$ cat src/rtl/priority_arbiter_pkg.sv
// Shared state encodings and default parameters for the two-source priority arbiter.
package priority_arb_pkg;

  typedef enum logic [1:0] {
    ST_IDLE = 2'b00,
    ST_OWN1 = 2'b01,
    ST_OWN2 = 2'b10
  } state_t;

  localparam int unsigned HOLD_MIN_DEF  = 4;
  localparam int unsigned MAX_GRANT_DEF = 16;
  localparam int unsigned CNT_W_DEF     = 5;

endpackage

$ cat src/rtl/priority_arbiter_if.sv
// Request/grant bundle between the two bus sources and the arbiter.
// The arbiter side is the slave; the requesters/downstream buffer logic use master.
interface priority_arbiter_if;
  logic i_req1;
  logic i_req2;
  logic o_priority;
  logic o_use_priority;
  logic o_handover;

  modport slave (
    input  i_req1,
    input  i_req2,
    output o_priority,
    output o_use_priority,
    output o_handover
  );

  modport master (
    output i_req1,
    output i_req2,
    input  o_priority,
    input  o_use_priority,
    input  o_handover
  );
endinterface

$ cat src/rtl/priority_arbiter_hold_counter.sv
// Grant-age counter: clears to zero, counts up while enabled, sticks at MAX_GRANT.
module hold_counter #(
  parameter int unsigned CNT_W     = 5,
  parameter int unsigned MAX_GRANT = 16
) (
  input  logic             clk,
  input  logic             rst_n,
  input  logic             i_clear,
  input  logic             i_enable,
  output logic [CNT_W-1:0] o_cnt
);

  logic [CNT_W-1:0] r_cnt;

  // Saturating up-counter with synchronous clear and asynchronous reset
  always_ff @(posedge clk or negedge rst_n) begin
    if (!rst_n) begin
      r_cnt <= '0;
    end else if (i_clear) begin
      r_cnt <= '0;
    end else if (i_enable && (r_cnt != CNT_W'(MAX_GRANT))) begin
      r_cnt <= r_cnt + CNT_W'(1);
    end
  end

  assign o_cnt = r_cnt;

endmodule

$ cat src/rtl/priority_arbiter.sv
// Two-source bus arbiter: round-robin on simultaneous requests from idle,
// minimum hold time per grant, forced hand-over of a contested grant after
// MAX_GRANT cycles. All outputs are registered Moore outputs.
module priority_arbiter
  import priority_arb_pkg::*;
#(
  parameter int unsigned HOLD_MIN  = HOLD_MIN_DEF,
  parameter int unsigned MAX_GRANT = MAX_GRANT_DEF,
  parameter int unsigned CNT_W     = CNT_W_DEF
) (
  input  logic               clk,
  input  logic               reset_n,
  priority_arbiter_if.slave  bus
);

  state_t           r_state;
  state_t           w_next_state;
  logic             r_rr;
  logic             r_priority;
  logic             r_use_priority;
  logic             r_handover;
  logic [CNT_W-1:0] w_cnt;
  logic             w_state_change;
  logic             w_hold_done;
  logic             w_force;

  assign w_state_change = (w_next_state != r_state);
  assign w_hold_done    = (w_cnt >= CNT_W'(HOLD_MIN - 1));
  assign w_force        = (w_cnt == CNT_W'(MAX_GRANT - 1));

  hold_counter #(
    .CNT_W     (CNT_W),
    .MAX_GRANT (MAX_GRANT)
  ) u_hold_counter (
    .clk      (clk),
    .rst_n    (reset_n),
    .i_clear  (w_state_change),
    .i_enable (1'b1),
    .o_cnt    (w_cnt)
  );

  // Next-state selection; the counter clear is derived from it, so it lives
  // outside the registered block while all state and outputs stay in one always_ff
  always_comb begin
    w_next_state = r_state;
    case (r_state)
      ST_IDLE: begin
        if (bus.i_req1 && (!bus.i_req2 || !r_rr)) w_next_state = ST_OWN1;
        else if (bus.i_req2)                      w_next_state = ST_OWN2;
        else                                      w_next_state = ST_IDLE;
      end
      ST_OWN1: begin
        if (w_hold_done && !bus.i_req1)
          w_next_state = bus.i_req2 ? ST_OWN2 : ST_IDLE;
        else if (bus.i_req1 && bus.i_req2 && w_force)
          w_next_state = ST_OWN2;
      end
      ST_OWN2: begin
        if (w_hold_done && !bus.i_req2)
          w_next_state = bus.i_req1 ? ST_OWN1 : ST_IDLE;
        else if (bus.i_req1 && bus.i_req2 && w_force)
          w_next_state = ST_OWN1;
      end
      default: w_next_state = ST_IDLE;
    endcase
  end

  // State, round-robin pointer and registered outputs decoded from the next state
  always_ff @(posedge clk or negedge reset_n) begin
    if (!reset_n) begin
      r_state        <= ST_IDLE;
      r_rr           <= 1'b0;
      r_priority     <= 1'b1;
      r_use_priority <= 1'b0;
      r_handover     <= 1'b0;
    end else begin
      r_state <= w_next_state;
      if (w_state_change && (w_next_state == ST_OWN1)) r_rr <= 1'b1;
      if (w_state_change && (w_next_state == ST_OWN2)) r_rr <= 1'b0;
      r_use_priority <= (w_next_state != ST_IDLE);
      r_priority     <= (w_next_state != ST_OWN2);
      r_handover     <= ((r_state == ST_OWN1) && (w_next_state == ST_OWN2)) ||
                        ((r_state == ST_OWN2) && (w_next_state == ST_OWN1));
    end
  end

  assign bus.o_priority     = r_priority;
  assign bus.o_use_priority = r_use_priority;
  assign bus.o_handover     = r_handover;

endmodule

$ cat src/flat_wrapper.sv
// flat-port wrapper written by rule: the top's interface ports become plain ports
module priority_arbiter_flat import priority_arb_pkg::*;
#(
  parameter int unsigned HOLD_MIN  = HOLD_MIN_DEF,
  parameter int unsigned MAX_GRANT = MAX_GRANT_DEF,
  parameter int unsigned CNT_W     = CNT_W_DEF
)
  (clk, reset_n, bus_i_req1, bus_i_req2, bus_o_priority, bus_o_use_priority, bus_o_handover);
  priority_arbiter_if bus_i ();
  input  logic clk;
  input  logic reset_n;
  input wire logic [$bits(bus_i.i_req1)-1:0] bus_i_req1;
  input wire logic [$bits(bus_i.i_req2)-1:0] bus_i_req2;
  output wire logic [$bits(bus_i.o_priority)-1:0] bus_o_priority;
  output wire logic [$bits(bus_i.o_use_priority)-1:0] bus_o_use_priority;
  output wire logic [$bits(bus_i.o_handover)-1:0] bus_o_handover;
  assign bus_i.i_req1 = bus_i_req1;
  assign bus_i.i_req2 = bus_i_req2;
  assign bus_o_priority = bus_i.o_priority;
  assign bus_o_use_priority = bus_i.o_use_priority;
  assign bus_o_handover = bus_i.o_handover;
  priority_arbiter #(.HOLD_MIN(HOLD_MIN), .MAX_GRANT(MAX_GRANT), .CNT_W(CNT_W)) u_core (.clk(clk), .reset_n(reset_n), .bus(bus_i));
endmodule
$ cat config.mk
export PLATFORM = sky130hd
export DESIGN_NAME = priority_arbiter_flat
export DESIGN_NICKNAME = d
export VERILOG_FILES = /design/src/rtl/priority_arbiter_pkg.sv /design/src/rtl/priority_arbiter_if.sv /design/src/rtl/priority_arbiter_hold_counter.sv /design/src/rtl/priority_arbiter.sv /design/src/flat_wrapper.sv
export SDC_FILE = /design/constraint.sdc
export NUM_CORES = 1
export LEC_CHECK = 0
export BUFFER_PORTS_ARGS = -buffer_cell sky130_fd_sc_hd__buf_2
export CAP_MARGIN = 30
export CORE_MARGIN = 10
export CORE_UTILIZATION = 45
export DETAILED_ROUTE_END_ITERATION = 10
export PLACE_DENSITY = 0.73
export SKIP_LAST_GASP = 1
export SYNTH_ARGS = -nofsm -noshare
export SYNTH_HDL_FRONTEND = slang
export SYNTH_HIERARCHICAL = 1
export SYNTH_SLANG_ARGS = --single-unit
$ cat constraint.sdc
create_clock -name clk -period 1.4 [get_ports clk]
set_input_delay 0.28 -clock clk [delete_from_list [all_inputs] [get_ports clk]]
set_output_delay 0.28 -clock clk [all_outputs]
set_load 0.1 [all_outputs]
==> flow_summary.toml, run 1 <==
[yosys]
synth_top_family_by_area = "compound AO/OA/AOI/OAI gates"
synth_top_cell_by_area = "dfrtp_1"
syn_area_per_cell_um2 = 10.08
syn_area_um2 = 705.7
synthMuxAreaShare_pct = 3.546
synthCells = 70
yosysWarnings = 6
synth_seq_cells = 11
synthTopCellsByArea = "dfrtp_1 (35%), a2111oi_4 (7.8%), dfstp_2 (3.7%)"
synth-compound-area-share_pct = 27.30
synth_flop_cell = "dfrtp_1"
synthAdderAreaFrac_pct = 3.546
yosysSeqAreaShare_pct = 39.18
synth_xor_xnor_area_share_pct = 2.482
async_flop_share_pct = 100.0
ys_types = 30
yosys.area.top_type_share_pct = 35.46
yosys.area_share.simple_pct = 20.74
synth_edf_count = 0

[floorplanning]
die_h_um = 59.60
die_w_um = 59.60
start_util_pct = 47.39
rows = 14
ios = 7
core_region_area_mm2 = 0.001489
fp.dieArea_mm2 = 0.003552

[final_layout]
num-nets-final = 118
num-fill-cells = 110
final_cell_count_no_fill = 127
drive_above_1_share_pct = 48.65
syn2layout_area_growth_pct = 48.58
antennaDiodeCount = 0
ff_latch_area_um2 = 282.8
final_design_area_no_fill_mm2 = 0.001049
multiInputGateArea_um2 = 441.7
fin_util_pct = 70.42

[worst_setup_path]
r2r_setup_slack_ns = -0.24
startpoint_type = "flop"
reg2reg_from = "u_core/u_hold_counter/o_cnt[4]"
critical_path_arrival_ns = 1.79
crit_fanout = 5
worstSetupPathType = "flop to flop"
crit_start = "u_core/u_hold_counter/o_cnt[4]"
endpoint_kind = "flop"
cp_data_required_time_ns = 1.55

[detailed_routing]
route.detailed.drc = 0
drt_iter0_drc = 22
detail-route-antenna-nets = 0
vias = 657
firstDrtPassIters = 4
wl_um = 1700
wl_per_cell_um = 13.39
avgViaCountPerCell = 5.173

[timing]
timing.hold.ws_ns = 0.4120
fin_setup_tns_ns = -1.345
setup_viol = 9
setup_ws_ns = -0.2398
clock_skew_ns = 0.002799
min_period_ns = 1.640
fin_crit_sh_pct = 117.1
clock.fmax_mhz = 609.8
grt_setup_unrepaired = "true"
maxSlewViolCount = 0
hold_violations = 0

[place]
place_hpwl_um = 1289
dp_slack_ns = -0.2727
portBuffers = 6
placed_cells = 116
place_congestion = 0.8745
post_dp_cell_area_um2 = 942.2

[grt]
grt_pass1_vias = 667
antenna_found_initial = 0
gr-total-overflow = 0
grt_max_degree = 12
grt_pass1_wl_um = 2870
grt_usage_pct = 10.37

[cts]
clkSinkCount = 11
htree_levels = 1
clkTransAtPathRegs_ns = 0.07
clk_path_buf_depth = 2
cts_root_buffer = "clkbuf_4"
clock_latency_ns = 0.26
cts_tree = "built"
cts_made_buffers = 3

[power_and_ir_drop]
irDropWorstVdd_mv = 1.437
p_per_area_mw_per_mm2 = 1921
total_leakage_power_nw = 0.4880
power_mw = 2.015

[worst_hold_path]
hold_class = "primary input to async pin"

[run_status]
violations = "setup timing"
run_status = "finished, violations left"

[run]
maxCapViolations = 0
-- power breakdown --
part	internal (mW)	switching, mW	leakage [nW]
registers	0.445	0.154	0.129
logic	0.586	0.619	0.341
clock network	0.105	0.107	0.0177
-- final cells by class --
class / count / share of cell area, %
multi-input cells: 57 / 42.12
flip-flops and latches: 11 / 26.97
repair buffers: 34 / 24.58
clock buffers: 3 / 2.148
well taps: 16 / 1.909
inverters: 5 / 1.790
clock inverters: 1 / 0.4773
-- repair_timing --
item,4_1_cts,5_1_grt
endpoints found under the setup margin,8,11
hold buffers,1,0
setup buffers,6,1
resized for setup,6,3
pin swaps,5,9
endpoints found under the hold margin,10,0
-- layer usage --
metal	vias to the layer above	wire length, µm	track usage (%)
met2	10	856	16.94
met3	4	70	2.146
met4	0	31	5.449
met1	304	742	12.36
met5	-	0	0
li1	339	-	-
-- worst paths after layout --
path,to,cells past startpoint
min,u_core/bus.o_handover,2
min reg2reg,u_core/r_rr,2
max,u_core/u_hold_counter/o_cnt[0],6
max reg2reg,u_core/u_hold_counter/o_cnt[0],6
min in group clk,u_core/bus.o_handover,3
max in group asynchronous,u_core/bus.o_priority,2
-- cells in the mapped netlist (all sizes together), types with 2 or more instances --
| cell type | n |
|---|---|
| dfrtp | 10 |
| nor2 | 6 |
| nand4 | 3 |
| nand2b | 3 |
| xor2 | 2 |
| a2111oi | 2 |
| inv | 5 |
| ha | 2 |
| o21ai | 2 |
| nor3 | 2 |
| a21oi | 4 |
| nor2b | 2 |
| o21a | 2 |
| nand3b | 2 |
| o31a | 2 |
| nand2 | 7 |
-- registers in the layout (all words and copies together), names as in the netlist --
register	cells
u_core/r_state	2
u_core/bus.o_use_priority	1
u_core/bus.o_handover	1
u_core/r_rr	1
u_core/u_hold_counter/o_cnt	5
u_core/bus.o_priority	1
-- critical path: stages (launching register included) --
cell and delay (ns):
dfrtp_2 0.46, nand3b_1 0.21, nor3_1 0.15, o31a_1 0.17, o31a_1 0.22, nor2_1 0.06, mux2_4 0.26
-- cells in the final DEF (no fill, tap or decap), types with 3 or more instances in the layout --
cell,Yosys,layout
nand2b_1,3,3
dfrtp_2,0,5
buf_4,0,27
nand4_1,3,3
conb_1,1,4
buf_2,0,5
inv_1,5,4
dfrtp_1,10,5
nor2_1,6,6
clkbuf_4,0,3
nand2_1,7,6
a21oi_1,4,3
-- kinds of logic (layout without fill, tap and decap cells) --
group	Yosys count	in the layout
buffers and inverters	5	43
other	1	4
muxes	2	2
adders and majority gates	2	2
DFF	11	11
xor gates and xnor gates	2	2
and+or+nand+nor	28	28
AOI/OAI and AO/OA	19	19
No activity file was read; power rests on OpenSTA's default activity.
==> run 2: changes to the inputs <==
- SYNTH_HIERARCHICAL: 1 -> default
==> run 2 against run 1 <==
Against the previous run: the flow still finishes with violations (setup timing); synthesized area rose by 11%; worst setup slack got worse by 0.25 ns; cell area increased by 12%; sequential share of layout area is 3.5 points lower; first-iteration DRC count is 14% lower; sequential cell count did not move; register-to-register slack worse by 0.25 ns; critical endpoint is now u_core.u_hold_counter.o_cnt[2]; largest cell class unchanged.
==> flow_summary.toml, run 2 <==
[timing]
slew_headroom_pct = 67.51
hold_violations = 0
tightest_slew_ns = 0.4908
setup_ws_ns = -0.4929
fin_crit_sh_pct = 135.2
clock.fmax_mhz = 528.3
maxSlewViolCount = 0
grt_setup_unrepaired = "true"
min_period_ns = 1.893
setup_viol = 11
clock_skew_ns = 0.0005794

[yosys]
async_flop_share_pct = 100.0
yosysWarnings = 0
syn_nets = 98
ys_types = 35
yosysMostFrequentCell = "nand2_1"
syn_area_per_cell_um2 = 8.580
synth_flop_cell = "dfrtp_1"
synthTopCellsByArea = "dfrtp_1 (32%), nand2_1 (5.3%), nor3_2 (5.1%)"
synth_top_cell_by_area = "dfrtp_1"
synth_edf_count = 0
synth_seq_cells = 11
yosys.area.top_type_share_pct = 32.05
syn_area_um2 = 780.7
yosysSeqAreaShare_pct = 35.42
synthCells = 91
ys_top_cells_by_count = "nand2_1 (11), dfrtp_1 (10), inv_1 (7)"

[final_layout]
syn2layout_area_growth_pct = 50.80
fin_util_pct = 74.68
num-fill-cells = 103
largest_reg_flops = 5
antennaDiodeCount = 0
drive_above_1_share_pct = 48.36
num-nets-final = 130
final_design_area_no_fill_mm2 = 0.001177
final_cell_mix = "buf_4 (23), dfrtp_1 (10), nand2_1 (8), inv_1 (7)"
layout_commonest_cell = "buf_4"

[power_and_ir_drop]
swShare_pct = 47.23
seqPwrFrac_pct = 22.5
power.share.combinational_pct = 69.3
irDropWorstVdd_mv = 2.006
p_per_area_mw_per_mm2 = 2190
p_int_mw = 1.361
total_leakage_power_nw = 0.5255
clkPwrFrac_pct = 8.2
p_sw_mw = 1.218

[place]
place_congestion = 0.9027
post_dp_cell_area_mm2 = 0.001028
portBuffers = 6
place_hpwl_um = 1573
dp_slack_ns = -0.4787

[grt]
grt_usage_pct = 11.74
grt_max_degree = 12
gr-total-overflow = 0
grt_pass1_wl_um = 3429
grt_pass1_vias = 774
antenna_found_initial = 0

[cts]
clk_path_buf_depth = 2
cts_root_buffer = "clkbuf_4"
htree_levels = 1
cts_made_buffers = 3
clock_latency_ns = 0.27
clkTransAtPathRegs_ns = 0.06
clkSinkCount = 11
cts_tree = "built"

[run]
maxCapViolations = 0

[worst_setup_path]
cp_cell_sequence = "ha_2, and3_4, ha_4, nand2b_4, a31oi_1, a211o_1, a22o_4, nor3_2"
max_stage_delay_ns = 0.36
startpoint_type = "flop"
crit_fanout = 6
endpoint_kind = "flop"
reg2reg_from = "u_core.u_hold_counter.o_cnt[0]"
crit_path_top_delay_cell = "dfrtp_1"
crit_start = "u_core.u_hold_counter.o_cnt[0]"
worstSetupPathType = "flop to flop"
cp_data_required_time_ns = 1.59
critical_path_arrival_ns = 2.09

[detailed_routing]
wl_um = 2163
route.detailed.drc = 0
wl_per_cell_um = 15.67
detail-route-antenna-nets = 0
firstDrtPassIters = 4
drt_iter0_drc = 19
vias = 800
avgViaCountPerCell = 5.797

[run_status]
run_status = "finished, violations left"
violations = "setup timing"

[floorplanning]
start_util_pct = 49.52
rows = 14
fp.dieArea_mm2 = 0.003801
die_w_um = 61.66
ios = 7
core_region_area_mm2 = 0.001577
die_h_um = 61.66

[worst_hold_path]
hold_class = "primary input to async pin"
[run 2: changes by cell type after synthesis, sizes merged, moves of 3 or more]
cell / before / now
nand2: 7 / 11
buf: 0 / 3
a211oi: 1 / 4
o21ai: 2 / 6
nor3: 2 / 5
[run 2: repair_timing]
item                                    CTS  global route
hold endpoints to repair                 10             0
buffers inserted                          2             2
endpoints found under the setup margin   11            11
hold buffers                              1             0
gates resized for setup                   4            16
pin swaps                                 3             9
[run 2: worst max-delay path, delay by kind of cell (launching register included)]
family                   cells  cell delay (ns)
AO/OA/AOI/OAI                3             0.62
AND/OR/NAND/NOR              3             0.50
adder cells (fa/ha/maj)      2             0.35
flip-flops                   1             0.36
[run 2: power by group through the flow]
stage	Sequential [mW]	Clock (mW)	Combinational, mW
2_1_floorplan	0.781	0	0.729
3_3_place_gp	0.554	0	1.49
3_5_place_dp	0.558	0	1.53
4_1_cts	0.552	0.218	1.58
5_1_grt	0.595	0.225	1.92
6_report	0.581	0.211	1.79
[run 2: layout make-up]
type / instances / area [µm²] / share of cell area (%)
sequential: 11 / 276.5 / 23.49
multi-input combinational: 68 / 569.3 / 48.35
clock buffer: 4 / 26.28 / 2.232
tap: 16 / 20.02 / 1.700
inverter: 7 / 26.28 / 2.232
timing repair buffer: 32 / 259.0 / 22.00
[run 2: cell families after synthesis]
logic type / count (synthesis) / synth area share (%)
AOI/OAI and AO/OA: 27 / 25.80
xor gates and xnor gates: 2 / 2.244
adders and majority gates: 3 / 4.808
buffers and inverters: 12 / 6.250
DFF: 11 / 35.42
muxes: 1 / 1.442
and+or+nand+nor: 35 / 24.04
[run 2: path summary, 6_finish.rpt]
kind | end | slack, ns | depth (start not counted)
max | u_core.u_hold_counter.o_cnt[2] | -0.49 | 8
min | u_core.bus.o_handover | 0.41 | 2
max reg2reg | u_core.u_hold_counter.o_cnt[2] | -0.49 | 8
min reg2reg | u_core.r_rr | 0.70 | 2
max in group asynchronous | u_core.bus.o_priority | 0.73 | 2
min in group clk | u_core.r_rr | 0.55 | 4
[run 2: routing by layer]
layer	up-vias	share of wire, %	global-route usage, %	wire [µm]
li1	384	-	-	-
met1	391	45	14.84	979
met2	22	49	18.59	1053
met3	3	4.9	2.881	105
met4	0	1.2	4.777	25
met5	-	0	0	0
[run 2: per-stage QoR]
step / total power [mW] / hold slack (ns) / setup TNS [ns] / std cells
after floorplan: 1.510 / -0.01559 / -3.976 / 91
after global placement: 2.045 / 0.1501 / -3.639 / 130
after detailed placement: 2.088 / 0.1538 / -4.027 / 130
after CTS: 2.351 / 0.4172 / -3.836 / 137
after global routing: 2.738 / 0.4195 / -4.680 / 138
final: 2.579 / 0.4073 / -3.893 / 138
